===== config.mk =====
export PLATFORM = sky130hd
export DESIGN_NAME = sodor_imem_responder
export DESIGN_NICKNAME = d
export VERILOG_FILES = /design/src/rtl/sodor_imem_responder.sv
export SDC_FILE = /design/constraint.sdc
export NUM_CORES = 1
export LEC_CHECK = 0
export BUFFER_PORTS_ARGS = -buffer_cell sky130_fd_sc_hd__buf_2
export CAP_MARGIN = 15
export CORE_MARGIN = 2
export CORE_UTILIZATION = 25
export CTS_CLUSTER_DIAMETER = 100
export CTS_CLUSTER_SIZE = 20
export DETAILED_ROUTE_END_ITERATION = 6
export PLACE_DENSITY = 0.42
export SYNTH_ARGS = -nofsm -noshare
export SYNTH_HDL_FRONTEND = slang
export SYNTH_SLANG_ARGS = --single-unit

===== constraint.sdc =====
create_clock -name clock -period 2.4 [get_ports clock]
set_input_delay 0.6 -clock clock [delete_from_list [all_inputs] [get_ports clock]]
set_output_delay 0.6 -clock clock [all_outputs]
set_load 0.005 [all_outputs]

===== src/rtl/sodor_imem_responder.sv =====
`default_nettype none
// ============================================================================
// Module   : sodor_imem_responder
// Desc     : Latency-accurate instruction memory answering Sodor imem fetches
//            in order, with response backpressure and pipeline flush.
// Revision : 1.0 - initial release
// ============================================================================
module sodor_imem_responder #(
   parameter int          DEPTH           = 16,
   parameter int          LATENCY         = 1,
   parameter int          MAX_OUTSTANDING = 4,
   parameter logic [31:0] NOP_INST        = 32'h00000013
) (
   input  logic                     clock,
   input  logic                     reset,
   input  logic                     io_imem_req_valid,
   input  logic [31:0]              io_imem_req_bits_addr,
   output logic                     io_imem_req_ready,
   output logic                     io_imem_resp_valid,
   output logic [31:0]              io_imem_resp_bits_data,
   output logic                     io_imem_resp_bits_err,
   input  logic                     io_imem_resp_ready,
   input  logic                     flush,
   input  logic                     prog_we,
   input  logic [$clog2(DEPTH)-1:0] prog_addr,
   input  logic [31:0]              prog_data,
   output logic [3:0]               outstanding
);

   localparam int              c_AW    = $clog2(DEPTH);
   localparam int              c_QW    = (MAX_OUTSTANDING > 1) ? $clog2(MAX_OUTSTANDING) : 1;
   localparam logic [3:0]      c_MAX   = 4'(MAX_OUTSTANDING);
   localparam logic [c_QW-1:0] c_QLAST = c_QW'(MAX_OUTSTANDING - 1);

   logic [31:0]     r_mem [DEPTH];
   logic [3:0]      r_outstanding;
   logic [31:0]     r_qd [MAX_OUTSTANDING];
   logic            r_qe [MAX_OUTSTANDING];
   logic [c_QW-1:0] r_rd;
   logic [c_QW-1:0] r_wr;
   logic [3:0]      r_qcnt;

   logic            w_req_fire;
   logic            w_resp_fire;
   logic [c_AW-1:0] w_idx;
   logic            w_lookup_err;
   logic [31:0]     w_lookup_data;
   logic            w_push;
   logic [31:0]     w_push_data;
   logic            w_push_err;

   function automatic logic [c_QW-1:0] next_ptr(input logic [c_QW-1:0] p);
      return (p == c_QLAST) ? '0 : p + 1'b1;
   endfunction

   // Program store; writes land even during a flush cycle
   always_ff @(posedge clock or negedge reset) begin
      if (!reset) begin
         for (int i = 0; i < DEPTH; i++) begin
            r_mem[i] <= NOP_INST;
         end
      end else if (prog_we) begin
         r_mem[prog_addr] <= prog_data;
      end
   end

   assign io_imem_req_ready = reset && (r_outstanding < c_MAX) && !flush;
   assign io_imem_resp_valid = (r_qcnt != 4'd0) && !flush;
   assign w_req_fire  = io_imem_req_valid && io_imem_req_ready;
   assign w_resp_fire = io_imem_resp_valid && io_imem_resp_ready;

   // Snapshot taken before this edge's write, so same-cycle writes return old data
   assign w_idx         = io_imem_req_bits_addr[c_AW+1:2];
   assign w_lookup_err  = (io_imem_req_bits_addr[1:0] != 2'b00) ||
                          ((io_imem_req_bits_addr >> (c_AW + 2)) != 32'd0);
   assign w_lookup_data = w_lookup_err ? NOP_INST : r_mem[w_idx];

   generate
      if (LATENCY == 1) begin : g_direct
         assign w_push      = w_req_fire;
         assign w_push_data = w_lookup_data;
         assign w_push_err  = w_lookup_err;
      end else begin : g_pipe
         localparam int c_STAGES = LATENCY - 1;
         logic [c_STAGES-1:0] r_pv;
         logic [c_STAGES-1:0] r_pe;
         logic [31:0]         r_pd [c_STAGES];

         always_ff @(posedge clock or negedge reset) begin
            if (!reset) begin
               r_pv <= '0;
               r_pe <= '0;
               for (int i = 0; i < c_STAGES; i++) begin
                  r_pd[i] <= NOP_INST;
               end
            end else if (flush) begin
               r_pv <= '0;
            end else begin
               r_pv[0] <= w_req_fire;
               r_pd[0] <= w_lookup_data;
               r_pe[0] <= w_lookup_err;
               for (int i = 1; i < c_STAGES; i++) begin
                  r_pv[i] <= r_pv[i-1];
                  r_pd[i] <= r_pd[i-1];
                  r_pe[i] <= r_pe[i-1];
               end
            end
         end

         assign w_push      = r_pv[c_STAGES-1];
         assign w_push_data = r_pd[c_STAGES-1];
         assign w_push_err  = r_pe[c_STAGES-1];
      end
   endgenerate

   always_ff @(posedge clock) begin
      if (w_push) begin
         r_qd[r_wr] <= w_push_data;
         r_qe[r_wr] <= w_push_err;
      end
   end

   always_ff @(posedge clock or negedge reset) begin
      if (!reset) begin
         r_rd   <= '0;
         r_wr   <= '0;
         r_qcnt <= 4'd0;
      end else if (flush) begin
         r_rd   <= '0;
         r_wr   <= '0;
         r_qcnt <= 4'd0;
      end else begin
         if (w_push) begin
            r_wr <= next_ptr(r_wr);
         end
         if (w_resp_fire) begin
            r_rd <= next_ptr(r_rd);
         end
         case ({w_push, w_resp_fire})
            2'b10:   r_qcnt <= r_qcnt + 4'd1;
            2'b01:   r_qcnt <= r_qcnt - 4'd1;
            default: r_qcnt <= r_qcnt;
         endcase
      end
   end

   assign io_imem_resp_bits_data = (r_qcnt != 4'd0) ? r_qd[r_rd] : NOP_INST;
   assign io_imem_resp_bits_err  = (r_qcnt != 4'd0) ? r_qe[r_rd] : 1'b0;

   always_ff @(posedge clock or negedge reset) begin
      if (!reset) begin
         r_outstanding <= 4'd0;
      end else if (flush) begin
         r_outstanding <= 4'd0;
      end else begin
         case ({w_req_fire, w_resp_fire})
            2'b10:   r_outstanding <= r_outstanding + 4'd1;
            2'b01:   r_outstanding <= r_outstanding - 4'd1;
            default: r_outstanding <= r_outstanding;
         endcase
      end
   end

   assign outstanding = r_outstanding;

endmodule
`default_nettype wire


Yosys cells after proc, flatten, opt, wreduce, memory -nomap -nowiden
Memory sizes are Yosys's and may differ from the RTL's.
Index checks and enable logic that the tools add are counted.
{"block": "op_classes", "n_lt_le_gt_ge": 4, "mux": 21, "eq_ne": 4, "n_bitwise": 2, "reduce_logical": 14, "n_addsub": 6}
{"operator": "$bwmux W512", "count": 1}
{"operator": "$mux W32", "count": 5}
{"operator": "$bmux W32 S4", "count": 1}
{"operator": "$demux W32 S4", "count": 1}
{"operator": "$reduce_bool A32 Y1", "count": 1}
{"operator": "$pmux W4 S2", "count": 2}
{"operator": "$mux W2", "count": 6}
{"operator": "$ge A5 B5 Y1 const B", "count": 2}
{"operator": "$not A4 Y5", "count": 2}
{"operator": "$add A4 B1 Y4 const B", "count": 2}
{"operator": "$mux W4", "count": 2}
{"operator": "$sub A4 B1 Y4 const B", "count": 2}
{"operator": "$eq A2 B2 Y1 const B", "count": 3}
{"operator": "$logic_and A1 B1 Y1", "count": 6}
{"operator": "$reduce_bool A2 Y1", "count": 3}
{"operator": "$lt A5 B1 Y1 const B", "count": 1}
{"operator": "$add A2 B1 Y2 const B", "count": 2}
{"operator": "$lt A4 B3 Y1 const B", "count": 1}
{"operator": "$reduce_bool A4 Y1", "count": 1}
{"operator": "$mux W1", "count": 3}
{"operator": "$reduce_bool A3 Y1", "count": 1}
{"operator": "$eq A2 B1 Y1 const B", "count": 1}
{"operator": "$logic_not A1 Y1", "count": 1}
{"operator": "$logic_or A1 B1 Y1", "count": 1}
{"block": "word_totals", "word_cells": 73, "out_inout_bits": 39, "memories": 2, "ram_bits": 132, "in_bits": 74, "register_bits": 524}
{"name": "r_qd", "words": 4, "width": 32, "read_ports": 1, "rd_ports_with_merged_regs": 0, "write_ports": 1, "line": "37", "text": "logic [31:0] r_qd [MAX_OUTSTANDING];"}
{"name": "r_qe", "words": 4, "width": 1, "read_ports": 1, "rd_ports_with_merged_regs": 0, "write_ports": 1, "line": "38", "text": "logic r_qe [MAX_OUTSTANDING];"}

Logic depth before layout (Yosys ltp)
Gate-level depths: netlist of run 1.
{"block": "depth", "depth_word": 7, "mapped_depth": 10}

Least setup slack after synthesis of run 1
No wires, ideal clock.
{"block": "synth_timing", "path_type": "input-to-reg", "start": "input port flush", "end": "register r_outstanding[3] (netlist: outstanding[3])", "setup_ns": 0.125, "cell_stages": 8, "slack_ns": -0.208, "t_required_ns": 2.275, "path_buffers": 1, "arrival_time_ns": 2.483, "cell_sequence": "buf_2 -> nor4b_4 -> a21oi_1 -> nor2b_1 -> ha_1 -> a31oi_1 -> a2bb2oi_1 -> mux2_2"}
{"block": "synth_via", "elab_chain_len": 6, "elab_cells_between_ends": 10, "cone_classes": "2 x eq/ne; 2 x mux; 6 x reduce/logical"}
{"element": "start, declared", "line": "23", "text": "input logic flush,"}
{"element": "$logic_not A1 Y1 (*)", "line": "67", "text": "assign io_imem_req_ready = reset && (r_outstanding < c_MAX) && !flush;"}
{"element": "$logic_and A1 B1 Y1 (*)", "line": "67"}
{"element": "named net io_imem_req_ready", "line": "18", "text": "output logic io_imem_req_ready,"}
{"element": "$logic_and A1 B1 Y1 (*)", "line": "69", "text": "assign w_req_fire = io_imem_req_valid && io_imem_req_ready;"}
{"element": "$eq A2 B1 Y1 or $eq A2 B2 Y1 (tied branches)", "line": "156", "text": "case ({w_req_fire, w_resp_fire})"}
{"element": "$pmux W4 S2", "line": "156"}
{"element": "$mux W4", "line": "153", "text": "end else if (flush) begin"}
{"element": "end signal, assigned", "line": "157", "text": "2'b10: r_outstanding <= r_outstanding + 4'd1;"}
{"element": "end signal, assigned", "line": "158", "text": "2'b01: r_outstanding <= r_outstanding - 4'd1;"}
{"element": "end signal, assigned", "line": "159", "text": "default: r_outstanding <= r_outstanding;"}
{"element": "end, declared", "line": "36", "text": "logic [3:0] r_outstanding;"}
Mark *: on every way through the listed nets, which the timed path passes. The rest lies on a longest branch.
A chain may end at the register's enable or synchronous reset.

Worst setup path after layout of run 1
{"block": "layout_timing", "start": "register r_rd[0]", "end": "output port io_imem_resp_bits_data[4]"}
{"block": "layout_via", "elab_chain_len": 2}
{"element": "start, declared", "line": "39", "text": "logic [c_QW-1:0] r_rd;"}
{"element": "start signal, assigned", "line": "137", "text": "r_rd <= next_ptr(r_rd);"}
{"element": "$mem_v2 Z4 W32"}
{"element": "$mux W32", "line": "147", "text": "assign io_imem_resp_bits_data = (r_qcnt != 4'd0) ? r_qd[r_rd] : NOP_INST;"}
{"element": "end, declared", "line": "20", "text": "output logic [31:0] io_imem_resp_bits_data,"}
No other way between the ends.

==> results.cfg, run 1 <==
[outcome]
status = complete, but fails checks
failed_checks = negative setup slack

[detailed_routing]
vias = 16100
via_per_inst = 4.73
drcViolationCount = 0
wl_per_cell_um = 25.1
wirelength_um = 85500
drt_first_pass_iters = 5
initialDrtViolationCount = 940
postRouteAntennaNets = 0

[job]
cap_violations = 0

[floorplan]
start_util = 0.253
core_um2 = 115000
dieArea_um2 = 118000
pin_count = 113
die_w_um = 344
num_rows = 124
dieHeight_um = 344

[worst_setup_path]
reg2reg_from = r_qcnt[1]
path_max_fanout = 5
worst_path_largest_cell_delay_ns = 0.61
cp-start-kind = flop
critical_path_class = reg -> out
crit_chain = buf_12, buf_12, mux4_2, or2_4, buf_6
endpoint = io_imem_resp_bits_data[4]
critical_path_arrival_ns = 2.26
cp-end-kind = output pin
crit_start = r_rd[0]
critical-path-slowest-cell = mux4_2
r2r_setup_slack_ns = 0.14
required_ns = 1.80
r2r-end = outstanding[3]
worst_path_most_repeated_cell = buf_12
reg2reg_depth = 8

[synthesis]
ys_seq_area_frac = 0.593
syn_avg_cell_area_um2 = 16.7
yosys.area.top_type = dfrtp_1
synthesis.area_um2 = 28900
synth_nets = 1814
postSynthCellCount = 1731
synth_cell_types = 48
synth_seq_cells = 656
yosysWarnings = 0
synth_top_area_frac = 0.412
ys.flop_type = dfrtp_1
async_reset_ff_frac = 0.799
synthTopCellsByArea = dfrtp_1 (41%), mux2_2 (20%), edfxtp_1 (14%)
synth_edf_count = 132

[global_route]
grt_pass1_wl_um = 125000
grt_max_degree = 151
grt-busiest-layer = met2
grt_pass1_vias = 17500
met1_usage = 0.204
grt_util_all_layers = 0.145
gr-usage-met2 = 0.235
grt_use_met3 = 0.0267
antenna_found_initial = 16
grt_overflow = 0

[timing]
fin_skew_ns = 0.0209
fin_crit_sh = 1.19
fmax_mhz = 349
layout_setup_ws_ns = -0.462
hold_viol = 0
worst_pin_slew_ns = 0.865
rsz0062_at_grt = yes
post-route-min-period_ns = 2.86
relSlewSlack = 0.423
tns_ns = -12.87
maxSlewViolCount = 0
finalSetupViolCount = 34

[placement]
io_buffers = 112
postPlaceCellArea_um2 = 32500
place_ws_ns = -0.0265
dp_cells = 3325
gp_congestion = 0.712
post-dp-hpwl_um = 50100

[power]
leakagePower_nw = 13.3
clock_power_share = 0.246
combPwrFrac = 0.247
swShare = 0.272
worst_ir_drop_vdd_v = 0.000577
p_sw_mw = 7.87
power.density_nw_per_um2 = 849
p_int_mw = 21.1
p_seq_frac = 0.507

[clock_tree]
clock_latency_ns = 0.60
clock-sinks = 656
cts_tree = done
numCtsBuffers = 39
postCtsHoldBufs = 0
htree_num_levels = 2
clkSlewWorstSetupHoldPaths_ns = 0.09
cts_root_buf = clkbuf_16
cts_buffer_depth = 3

[cells_and_area]
final_cell_mix = mux2_2 (509), dfrtp_1 (469), mux4_2 (158)
nNetsFinal = 1954
final_common_cell = mux2_2
fin_cells = 3412
drive_above_1_share = 0.561
fin_area_um2 = 34100
area_delta_synth_final_pct = 17.9

[worst_hold_path]
hold_path.class = in -> async
## cell families after synthesis
group / synth area share
AOI/OAI and AO/OA: 0.0277
xor gates and xnor gates: 0.00117
adders and majority gates: 0.00389
buffers and inverters: 0.0236
DFF: 0.593
muxes: 0.328
and+or+nand+nor: 0.0233
## per-layer routing
metal  wire length (µm)  vias up  share of wire
met2              40000      279           0.47
met1              40300     8920           0.47
li1                   -     6841              -
met5                 87        -         0.0010
met4               1420       14          0.017
met3               3680       90          0.043
## flip-flops by register name (all words and copies together) (netlist names)
signal / flops
r_qcnt: 4
r_qe: 4
outstanding: 4
r_mem: 512
r_wr: 2
r_qd: 128
r_rd: 2
## what timing repair did
item,CTS,global route
pin swaps,1,11
gates resized for setup,20,30
cloned,4,0
endpoints found under the setup margin,34,39
setup buffers,10,7
## power groups by stage
stage	Clock, mW	Sequential (mW)	Combinational, mW
4_1_cts	7.45	14.7	7.06
3_5_place_dp	0	14.9	6.54
5_1_grt	7.88	14.9	7.75
3_3_place_gp	0	14.8	6.38
2_1_floorplan	0	14.5	4.41
6_report	7.11	14.7	7.16
## how the worst min path moves through the flow
stage	depth (start not counted)	slack (ns)	from	endpoint
after detailed placement	1	0.48	r_mem[355]	r_mem[355]
final	3	0.12	reset	r_mem[30]
after CTS	3	0.11	reset	r_mem[254]
after global routing	3	0.11	reset	r_mem[30]
after global placement	1	0.47	r_mem[98]	r_mem[98]
after floorplan	0	0.30	reset	outstanding[0]
## worst max-delay path, delay by kind of cell (launching register included)
kind | cells | cell delay, ns
muxes | 1 | 0.61
buffers and inverters | 3 | 0.37
DFF | 1 | 0.40
and+or+nand+nor | 1 | 0.27
## metrics by stage
stage	util	hold WS [ns]	power, mW
2_1_floorplan	-	0.304	18.9
3_3_place_gp	0.284	0.468	21.2
3_5_place_dp	0.284	0.478	21.4
4_1_cts	0.296	0.111	29.2
5_1_grt	0.298	0.106	30.6
6_report	0.298	0.120	28.9
## synth_stat cells, drive strengths merged (2+ instances only)
library cell    n
a211o           5
a21oi          35
a22oi          59
a2bb2oi         2
a311oi          3
a31oi           3
and2            3
and3            5
buf            84
clkbuf         64
dfrtp         476
dfstp          48
edfxtp        132
ha              9
inv             3
mux2          520
mux2i           6
mux4          158
nand2           7
nand2b          5
nand3           2
nand3b          3
nor2           25
nor2b          34
nor3            4
nor3b           2
nor4            8
nor4b           2
o21a            2
o22ai           3
or2             3
or3             5
xor2            2
## layout make-up
class / count / area, µm²
antenna: 2 / 5.00
clock buffer: 64 / 1110
clock inverter: 4 / 30.0
fill: 11300 / 80400
inverter: 3 / 11.3
multi-input combinational: 924 / 11300
sequential: 656 / 17100
tap: 1512 / 1890
timing repair buffer: 247 / 2540
Note: power is estimated with default switching activity, not from simulation.
==> inputs of run 2 (changes only) <==
Settings changed: PLACE_DENSITY 0.42 to 0.41.
Clock period 2.4 ns to 3 ns, I/O delays scaled along.
==> run 2 against run 1 <==
- the run still ends with negative setup slack left
- clock skew down 0.0042 ns
- sequential share of layout area up 1.4 points
- die area unchanged
- largest cell class unchanged
- combinational power down 29%
- routed wire length down 1.4%
- non-clock buffer count down 50
- register-to-register slack better by 0.39 ns
- sequential power down 20%
- cell count down 1.3%
==> results.cfg, run 2 (synthesis results as in run 1) <==
[placement]
gp_congestion = 0.693
postPlaceCellArea_um2 = 32000
io_buffers = 112
post-dp-hpwl_um = 47600

[clock_tree]
cts_tree = done
cts_root_buf = clkbuf_16
clock-sinks = 656
numCtsBuffers = 38
postCtsHoldBufs = 0
clkSlewWorstSetupHoldPaths_ns = 0.10
htree_num_levels = 2
cts_buffer_depth = 3
clock_latency_ns = 0.60

[cells_and_area]
nNetsFinal = 1903
final_cell_mix = mux2_2 (510), dfrtp_1 (474), mux4_2 (158)
final_common_cell = mux2_2
fin_area_um2 = 33100
top_regs = r_mem (512), r_qd (128)
regMostFlops = r_mem
area_delta_synth_final_pct = 14.7
largest_reg_flops = 512
drive_above_1_share = 0.536

[floorplan]
core_um2 = 115000
num_rows = 124
dieArea_um2 = 118000
die_w_um = 344
dieHeight_um = 344
start_util = 0.253
pin_count = 113

[worst_setup_path]
cp-end-kind = output pin
critical_path_class = reg -> out
path_max_fanout = 9
r2r_setup_slack_ns = 0.53
cp-start-kind = flop
required_ns = 2.25
critical_path_arrival_ns = 2.29

[job]
cap_violations = 0

[timing]
relSlewSlack = 0.348
fmax_mhz = 329
worst_pin_slew_ns = 0.978
layout_setup_ws_ns = -0.0406
fin_crit_sh = 1.01
hold_viol = 0
fin_skew_ns = 0.0167
fin_hold_ws_ns = 0.0540
rsz0062_at_grt = yes
post-route-min-period_ns = 3.04
finalSetupViolCount = 11
maxSlewViolCount = 0

[detailed_routing]
postRouteAntennaNets = 0
drt_first_pass_iters = 5
wl_per_cell_um = 25.1
via_per_inst = 4.74
drcViolationCount = 0
vias = 16000
wirelength_um = 84400
initialDrtViolationCount = 946

[outcome]
failed_checks = negative setup slack
status = complete, but fails checks

[global_route]
grt_pass1_wl_um = 123000
grt_overflow = 0
grt_max_degree = 152
antenna_found_initial = 20
grt_util_all_layers = 0.143
grt_pass1_vias = 17300

[power]
worst_ir_drop_vdd_v = 0.000405
leakagePower_nw = 12.9
power.density_nw_per_um2 = 677

[worst_hold_path]
hold_path.class = in -> async
-- run 2: final timing paths --
check | start | to | cells after the start
setup / recovery | r_rd[0] | io_imem_resp_bits_data[2] | 5
hold / removal | reset | r_wr[0] | 2
setup reg to reg | r_qcnt[1] | outstanding[3] | 7
hold reg to reg | r_mem[355] | r_mem[355] | 1
max in group asynchronous | reset | r_mem[135] | 4
min in group clock | r_mem[355] | r_mem[355] | 1
-- run 2: critical path: stages (launching register included) --
cell and delay [ns]:
dfrtp_4 0.42, buf_12 0.16, buf_6 0.15, mux4_2 0.63, nor2b_1 0.18, buf_2 0.13
-- run 2: metal layers --
metal  track usage  vias to the layer above  routed length [µm]
li1              -                     6725                   -
met4        0.0282                       24                1450
met3        0.0294                       95                4070
met5             0                        -                 157
met1         0.206                     8820               40500
met2         0.225                      290               38100
-- run 2: power breakdown --
group / internal, mW / switching (mW)
combinational: 2.94 / 2.13
sequential: 10.9 / 0.873
clock: 2.57 / 3.05
-- run 2: timing repair --
item                       4_1_cts  5_1_grt
buffers inserted                 2        0
gates resized for setup          6        0
setup endpoints to repair       33       33
-- run 2: cell type report --
| type | count | area [µm²] |
|---|---|---|
| repair buffers | 197 | 1740 |
| well taps | 1512 | 1890 |
| diodes | 5 | 12.5 |
| multi-input cells | 924 | 11200 |
| clock buffers | 68 | 1130 |
| flip-flops and latches | 656 | 17100 |
| clock inverters | 1 | 5.00 |
| fillers | 11400 | 81400 |
| inverters | 3 | 11.3 |
-- run 2: stage by stage --
step | instances | utilization | power [mW] | worst slack, ns | TNS, ns
final | 3366 | 0.290 | 22.4 | -0.0406 | -0.201
after global routing | 3364 | 0.289 | 23.7 | -0.154 | -3.00
after CTS | 3361 | 0.289 | 22.9 | -0.106 | -2.10
after detailed placement | 3290 | 0.279 | 17.1 | 0.160 | 0
after global placement | 3290 | 0.279 | 16.8 | 0.106 | 0
after floorplan | 1731 | - | 15.1 | 0.242 | 0
